[src/rtl/mips_sequencer_if.sv]
`default_nettype none
// ============================================================================
// Module      : mips_sequencer_if
// Description : Control/handshake bundle between the MIPS datapath and the
//               multicycle sequencer.
//               master : datapath side. Drives start/stop, the opcode, the
//                        ALU zero flag and the memory ready flags.
//               slave  : sequencer side. Drives the memory requests, the
//                        write enables, pc_src, state, halted, illegal and
//                        the retired-instruction count.
// Revision    : 1.0 - initial release
// ============================================================================
interface mips_sequencer_if #(
  parameter int CNT_W = 32
);
  // datapath -> sequencer
  logic             start;
  logic             stop;
  logic [5:0]       opcode;
  logic             alu_zero;
  logic             imem_ready;
  logic             dmem_ready;
  // sequencer -> datapath
  logic             imem_req;
  logic             ir_we;
  logic             dmem_req;
  logic             dmem_we;
  logic             reg_we;
  logic             pc_we;
  logic [1:0]       pc_src;
  logic [2:0]       state;
  logic             halted;
  logic             illegal;
  logic [CNT_W-1:0] retired;

  modport master (
    output start, stop, opcode, alu_zero, imem_ready, dmem_ready,
    input  imem_req, ir_we, dmem_req, dmem_we, reg_we, pc_we, pc_src,
           state, halted, illegal, retired
  );

  modport slave (
    input  start, stop, opcode, alu_zero, imem_ready, dmem_ready,
    output imem_req, ir_we, dmem_req, dmem_we, reg_we, pc_we, pc_src,
           state, halted, illegal, retired
  );
endinterface
`default_nettype wire

[src/rtl/mips_sequencer.sv]
`default_nettype none
// ============================================================================
// Module      : mips_sequencer
// Description : Multicycle control FSM for the MIPS core. Steps each
//               instruction through FETCH, DECODE, EXEC, MEM and WB,
//               handshakes with the instruction and data memories, and
//               issues the per-stage write enables and the PC source select.
// Ports       : clk  - clock, rising edge
//               rst  - asynchronous active-high reset
//               bus  - mips_sequencer_if.slave: start/stop, opcode,
//                      alu_zero, imem/dmem ready in; imem_req, ir_we,
//                      dmem_req, dmem_we, reg_we, pc_we, pc_src, state,
//                      halted, illegal, retired out
// Revision    : 1.0 - initial release
// ============================================================================
module mips_sequencer #(
  parameter int WORD_SIZE = 32,
  parameter int CNT_W     = WORD_SIZE
) (
  input  logic            clk,
  input  logic            rst,
  mips_sequencer_if.slave bus
);

  typedef enum logic [2:0] {
    S_IDLE   = 3'd0,
    S_FETCH  = 3'd1,
    S_DECODE = 3'd2,
    S_EXEC   = 3'd3,
    S_MEM    = 3'd4,
    S_WB     = 3'd5,
    S_HALT   = 3'd6
  } state_t;

  localparam logic [5:0] C_OP_RTYPE = 6'h00;
  localparam logic [5:0] C_OP_ADDI  = 6'h08;
  localparam logic [5:0] C_OP_LW    = 6'h23;
  localparam logic [5:0] C_OP_SW    = 6'h2B;
  localparam logic [5:0] C_OP_BEQ   = 6'h04;
  localparam logic [5:0] C_OP_J     = 6'h02;
  localparam logic [5:0] C_OP_HALT  = 6'h3F;

  state_t           state_q, state_d;
  logic             stop_pend_q;
  logic             halted_q;
  logic             illegal_q;
  logic [CNT_W-1:0] retired_q;

  logic       w_imem_req, w_ir_we, w_dmem_req, w_dmem_we, w_reg_we, w_pc_we;
  logic [1:0] w_pc_src;
  logic       w_set_illegal;
  state_t     w_after_retire;

  // A retiring instruction returns to IDLE if a stop is pending or arriving.
  assign w_after_retire = (stop_pend_q || bus.stop) ? S_IDLE : S_FETCH;

  always_comb begin
    state_d       = state_q;
    w_imem_req    = 1'b0;
    w_ir_we       = 1'b0;
    w_dmem_req    = 1'b0;
    w_dmem_we     = 1'b0;
    w_reg_we      = 1'b0;
    w_pc_we       = 1'b0;
    w_pc_src      = 2'd0;
    w_set_illegal = 1'b0;
    case (state_q)
      S_IDLE: begin
        if (bus.start) state_d = S_FETCH;
      end
      S_FETCH: begin
        w_imem_req = 1'b1;
        if (bus.imem_ready) begin
          w_ir_we = 1'b1;
          state_d = S_DECODE;
        end
      end
      S_DECODE: begin
        case (bus.opcode)
          C_OP_J: begin
            w_pc_we  = 1'b1;
            w_pc_src = 2'd2;
            state_d  = w_after_retire;
          end
          C_OP_HALT: state_d = S_HALT;
          C_OP_RTYPE, C_OP_ADDI, C_OP_LW, C_OP_SW, C_OP_BEQ: state_d = S_EXEC;
          default: begin
            w_set_illegal = 1'b1;
            state_d       = S_HALT;
          end
        endcase
      end
      S_EXEC: begin
        if (bus.opcode == C_OP_BEQ) begin
          w_pc_we  = 1'b1;
          w_pc_src = bus.alu_zero ? 2'd1 : 2'd0;
          state_d  = w_after_retire;
        end else if (bus.opcode == C_OP_LW || bus.opcode == C_OP_SW) begin
          state_d = S_MEM;
        end else begin
          state_d = S_WB;
        end
      end
      S_MEM: begin
        w_dmem_req = 1'b1;
        w_dmem_we  = (bus.opcode == C_OP_SW);
        if (bus.dmem_ready) begin
          if (bus.opcode == C_OP_SW) begin
            w_pc_we = 1'b1;
            state_d = w_after_retire;
          end else begin
            state_d = S_WB;
          end
        end
      end
      S_WB: begin
        w_reg_we = 1'b1;
        w_pc_we  = 1'b1;
        state_d  = w_after_retire;
      end
      S_HALT: state_d = S_HALT;
      // Encoding 7 is unreachable; recover to IDLE.
      default: state_d = S_IDLE;
    endcase
  end

  always_ff @(posedge clk or posedge rst) begin
    if (rst) begin
      state_q     <= S_IDLE;
      stop_pend_q <= 1'b0;
      halted_q    <= 1'b0;
      illegal_q   <= 1'b0;
      retired_q   <= '0;
    end else begin
      state_q  <= state_d;
      halted_q <= (state_d == S_HALT);
      if (w_set_illegal) illegal_q <= 1'b1;
      // pc_we marks the single retire cycle of every completed instruction.
      if (w_pc_we) retired_q <= retired_q + CNT_W'(1);
      if (state_d == S_IDLE)
        stop_pend_q <= 1'b0;
      else if (bus.stop && state_q != S_IDLE && state_q != S_HALT)
        stop_pend_q <= 1'b1;
    end
  end

  assign bus.imem_req = w_imem_req;
  assign bus.ir_we    = w_ir_we;
  assign bus.dmem_req = w_dmem_req;
  assign bus.dmem_we  = w_dmem_we;
  assign bus.reg_we   = w_reg_we;
  assign bus.pc_we    = w_pc_we;
  assign bus.pc_src   = w_pc_src;
  assign bus.state    = state_q;
  assign bus.halted   = halted_q;
  assign bus.illegal  = illegal_q;
  assign bus.retired  = retired_q;

endmodule
`default_nettype wire

[src/flat_wrapper.sv]
// flat-port wrapper written by rule: the top's interface ports become plain ports
module mips_sequencer_flat 
#(
  parameter int WORD_SIZE = 32,
  parameter int CNT_W     = WORD_SIZE
)
  (clk, rst, bus_start, bus_stop, bus_opcode, bus_alu_zero, bus_imem_ready, bus_dmem_ready, bus_imem_req, bus_ir_we, bus_dmem_req, bus_dmem_we, bus_reg_we, bus_pc_we, bus_pc_src, bus_state, bus_halted, bus_illegal, bus_retired);
  mips_sequencer_if #(.CNT_W(CNT_W)) bus_i ();
  input  logic clk;
  input  logic rst;
  input wire logic [$bits(bus_i.start)-1:0] bus_start;
  input wire logic [$bits(bus_i.stop)-1:0] bus_stop;
  input wire logic [$bits(bus_i.opcode)-1:0] bus_opcode;
  input wire logic [$bits(bus_i.alu_zero)-1:0] bus_alu_zero;
  input wire logic [$bits(bus_i.imem_ready)-1:0] bus_imem_ready;
  input wire logic [$bits(bus_i.dmem_ready)-1:0] bus_dmem_ready;
  output wire logic [$bits(bus_i.imem_req)-1:0] bus_imem_req;
  output wire logic [$bits(bus_i.ir_we)-1:0] bus_ir_we;
  output wire logic [$bits(bus_i.dmem_req)-1:0] bus_dmem_req;
  output wire logic [$bits(bus_i.dmem_we)-1:0] bus_dmem_we;
  output wire logic [$bits(bus_i.reg_we)-1:0] bus_reg_we;
  output wire logic [$bits(bus_i.pc_we)-1:0] bus_pc_we;
  output wire logic [$bits(bus_i.pc_src)-1:0] bus_pc_src;
  output wire logic [$bits(bus_i.state)-1:0] bus_state;
  output wire logic [$bits(bus_i.halted)-1:0] bus_halted;
  output wire logic [$bits(bus_i.illegal)-1:0] bus_illegal;
  output wire logic [$bits(bus_i.retired)-1:0] bus_retired;
  assign bus_i.start = bus_start;
  assign bus_i.stop = bus_stop;
  assign bus_i.opcode = bus_opcode;
  assign bus_i.alu_zero = bus_alu_zero;
  assign bus_i.imem_ready = bus_imem_ready;
  assign bus_i.dmem_ready = bus_dmem_ready;
  assign bus_imem_req = bus_i.imem_req;
  assign bus_ir_we = bus_i.ir_we;
  assign bus_dmem_req = bus_i.dmem_req;
  assign bus_dmem_we = bus_i.dmem_we;
  assign bus_reg_we = bus_i.reg_we;
  assign bus_pc_we = bus_i.pc_we;
  assign bus_pc_src = bus_i.pc_src;
  assign bus_state = bus_i.state;
  assign bus_halted = bus_i.halted;
  assign bus_illegal = bus_i.illegal;
  assign bus_retired = bus_i.retired;
  mips_sequencer #(.WORD_SIZE(WORD_SIZE), .CNT_W(CNT_W)) u_core (.clk(clk), .rst(rst), .bus(bus_i));
endmodule
[config.mk]
export PLATFORM = sky130hd
export DESIGN_NAME = mips_sequencer_flat
export DESIGN_NICKNAME = d
export VERILOG_FILES = /design/src/rtl/mips_sequencer_if.sv /design/src/rtl/mips_sequencer.sv /design/src/flat_wrapper.sv
export SDC_FILE = /design/constraint.sdc
export NUM_CORES = 1
export LEC_CHECK = 0
export ABC_CLOCK_PERIOD_IN_PS = 2900
export BUFFER_PORTS_ARGS = -buffer_cell sky130_fd_sc_hd__buf_4
export CAP_MARGIN = 15
export CORE_MARGIN = 2
export CORE_UTILIZATION = 54
export CTS_BUF_LIST = sky130_fd_sc_hd__clkbuf_8
export DETAILED_ROUTE_END_ITERATION = 12
export HOLD_SLACK_MARGIN = 0.06
export PLACE_DENSITY = 0.81
export SLEW_MARGIN = 20
export SYNTH_ARGS = -nofsm -noshare
export SYNTH_HDL_FRONTEND = slang
export SYNTH_SLANG_ARGS = --single-unit
[constraint.sdc]
create_clock -name clk -period 2.9 [get_ports clk]
set_clock_uncertainty 0.2 [all_clocks]
set_input_delay 0 -clock clk [delete_from_list [all_inputs] [get_ports clk]]
set_output_delay 0 -clock clk [all_outputs]
set_load 0.02 [all_outputs]
==> results.toml <==
[floorplan]
start_util = 0.5603
core_um2 = 3633
die_w_um = 65.40
io_pins = 58
die_area_um2 = 4277
fp.dieH_um = 65.40
fp-row-count = 22

[place]
pre_cts_slack_ps = 411.6
placed_cells = 299
dp_hpwl_mm = 3.125
io_buffer_count = 57
gp_congestion = 0.8169

[power_and_ir_drop]
power_density_nw_per_um2 = 604.9
pwr-share-clk = 0.221
p_switching_mw = 0.6005
vdd_ir_drop_max_mv = 0.5490
internal-power_mw = 1.037
seq_power_share = 0.428
power_frac_comb = 0.351
fin_total_pwr_mw = 1.638
swShare = 0.3667
p_leak_nw = 1.273

[finish]
layout-drive-gt1-share = 0.2852
final_cells = 318
n_antenna_cell = 0
area_growth_pct = 33.01
finalNetCount = 283

[worst_setup_path]
critPathMaxFanout = 3
worstReg2RegStart = "u_core.bus.state[1]"
critPathCaptureType = "register"
worstSetupStartpointType = "primary input"
required_ps = 2920
setup.worst_path.class = "in -> reg"
rr_endpoint = "u_core.bus.retired[1]"
critical_path.endpoint = "u_core.bus.illegal"
worstRegToRegCells = 4
reg2reg_slack_ps = 380
crit_start = "bus_opcode[3]"
crit_arrival_ps = 2630

[outcome]
status = "finished, final reports clean"

[cts]
cts_resized = 0
cts_setup_buffers = 0
tritoncts = "done"
clock_latency_ps = 280
cts_sinks = 38
cts-root-buf = "clkbuf_8"
cts_buffer_depth = 2
cts_max_level = 2
cts-buffers-inserted = 5
clkSlewWorstSetupHoldPaths_ps = 70
cts_hold_buf = 11

[synth]
ys.warnings.count = 0
synth_seq_cells = 38
synth_edf_count = 0
async_flop_share = 1.000
syn-cell-area_um2 = 2036
seq_area_frac_synth = 0.4671
syn-num-nets = 212
netlist.area_leader.share = 0.4671
synth_cells = 198
synth_flop_cell = "dfrtp_1"
syn_avg_cell_area_um2 = 10.28
synth.top_cells.by_area = "dfrtp_1, xnor2_1, xor2_1"
synth_cell_types = 42
yosysTopAreaCell = "dfrtp_1"

[worst_hold_path]
hold_path.class = "in -> reg"

[sta]
rsz0062_at_grt = "false"
relSlewSlack = 0.5051
timing.final.crit_share = 0.8975
post-route-min-period_ps = 2603
fmax_mhz = 384.2
whs_ps = 123.9
slew_viol_final = 0
finalSetupTns_ps = 0
worstMarginPinSlew_ps = 736.7
finalSetupViolations = 0
setup_ws_ps = 297.1
hold_violations = 0

[grt]
antenna_found_initial = 0
grt_usage = 0.2193
grt_max_degree = 39
grt_pass1_vias = 1541
grt_pass1_wl_mm = 7.231
grt-ovfl-total = 0

[drt]
wire_per_inst_um = 13.77
drt_iter0_drc = 157
drt_pass1_iterations = 4
postRouteWirelength_mm = 4.379
drcViolationCount = 0
dr_total_vias = 1703
drtAntennaViolNets = 0
routed_via_density = 5.355

[run]
cap_violations = 0
==> layout by cell type, fill, tap and decap left out, drive strengths merged, types with 2 or more instances in the layout <==
cell type / instances
nand2: 14
nor4: 4
buf: 59
and2: 3
o311ai: 5
nor2: 20
nand3: 7
nand4: 12
nor3: 8
xnor2: 19
dlygate4sd3: 11
o211ai: 2
a21oi: 3
xor2: 13
inv: 10
nor3b: 5
nand2b: 8
o22a: 2
and3: 4
clkbuf: 6
dfrtp: 38
==> power groups by stage <==
stage / clock network (mW) / logic, mW / registers (mW)
2_1_floorplan: 0 / 0.327 / 0.726
3_3_place_gp: 0 / 0.545 / 0.705
3_5_place_dp: 0 / 0.555 / 0.708
4_1_cts: 0.372 / 0.578 / 0.700
5_1_grt: 0.394 / 0.623 / 0.714
6_report: 0.362 / 0.575 / 0.701
==> cell type report <==
type | instances | area [µm²]
fill | 273 | 925.9
clock buffer | 6 | 82.58
multi-input combinational | 145 | 1018
timing repair buffer | 70 | 553.0
clock inverter | 2 | 8.758
sequential | 38 | 950.9
tap | 48 | 60.06
inverter | 9 | 33.78
==> worst max-delay path: stages <==
cell and delay [ps]:
dlygate4sd3_1 540, buf_4 140, nand2_1 50, dlygate4sd3_1 560, nor2_1 50, dlygate4sd3_1 550, o31ai_1 170, dlygate4sd3_1 570
==> metal layers <==
metal	GRT usage	wire length, µm	vias up
met5	0	0	-
met4	0.07031	63	0
met3	0.04966	235	6
met2	0.3495	2143	54
met1	0.2981	1937	809
li1	-	-	834
==> synth_stat cells (all sizes together) (2+ instances only) <==
| master | instances |
|---|---|
| nand2b | 8 |
| o211ai | 2 |
| and3 | 4 |
| inv | 9 |
| nor3 | 8 |
| xnor2 | 19 |
| o311ai | 5 |
| and2 | 3 |
| nor2 | 20 |
| xor2 | 13 |
| nor3b | 5 |
| dfrtp | 38 |
| nor4 | 4 |
| nand2 | 14 |
| a21oi | 3 |
| nand3 | 7 |
| nand4 | 12 |
| clkbuf | 3 |
| buf | 3 |
| o22a | 2 |
==> sequential cells by signal, summed over array words and instances, names as in the netlist <==
name                flops
u_core.bus.retired     32
u_core.bus.state        3
u_core.bus.halted       1
u_core.bus.illegal      1
u_core.stop_pend_q      1
==> cells by family (layout without fill, tap and decap cells) <==
family,Yosys count,after routing,synth area share
flops,38,38,0.4671
mux,1,1,0.005531
xor+xnor,32,32,0.1377
simple gates,94,94,0.2649
buf+inv,15,87,0.03257
compound gates,17,17,0.08605
fa+ha+maj,1,1,0.006145
==> how the worst min path moves through the flow <==
stage	from	endpoint	slack, ps	depth (start not counted)
floorplan	bus_alu_zero	bus_pc_src[0]	-70	2
finish	bus_opcode[2]	u_core.bus.state[2]	120	4
CTS	bus_start	u_core.bus.state[0]	120	5
global placement	rst	u_core.bus.retired[22]	-60	3
detailed placement	rst	u_core.bus.retired[21]	-50	3
global route	bus_alu_zero	bus_pc_src[0]	170	4
==> stage by stage <==
step,utilization,cell area (µm²)
floorplan,-,2036
global placement,0.6897,2506
detailed placement,0.6897,2506
CTS,0.7452,2708
global route,0.7452,2708
finish,0.7452,2708
(Power assumes the default switching activity.)
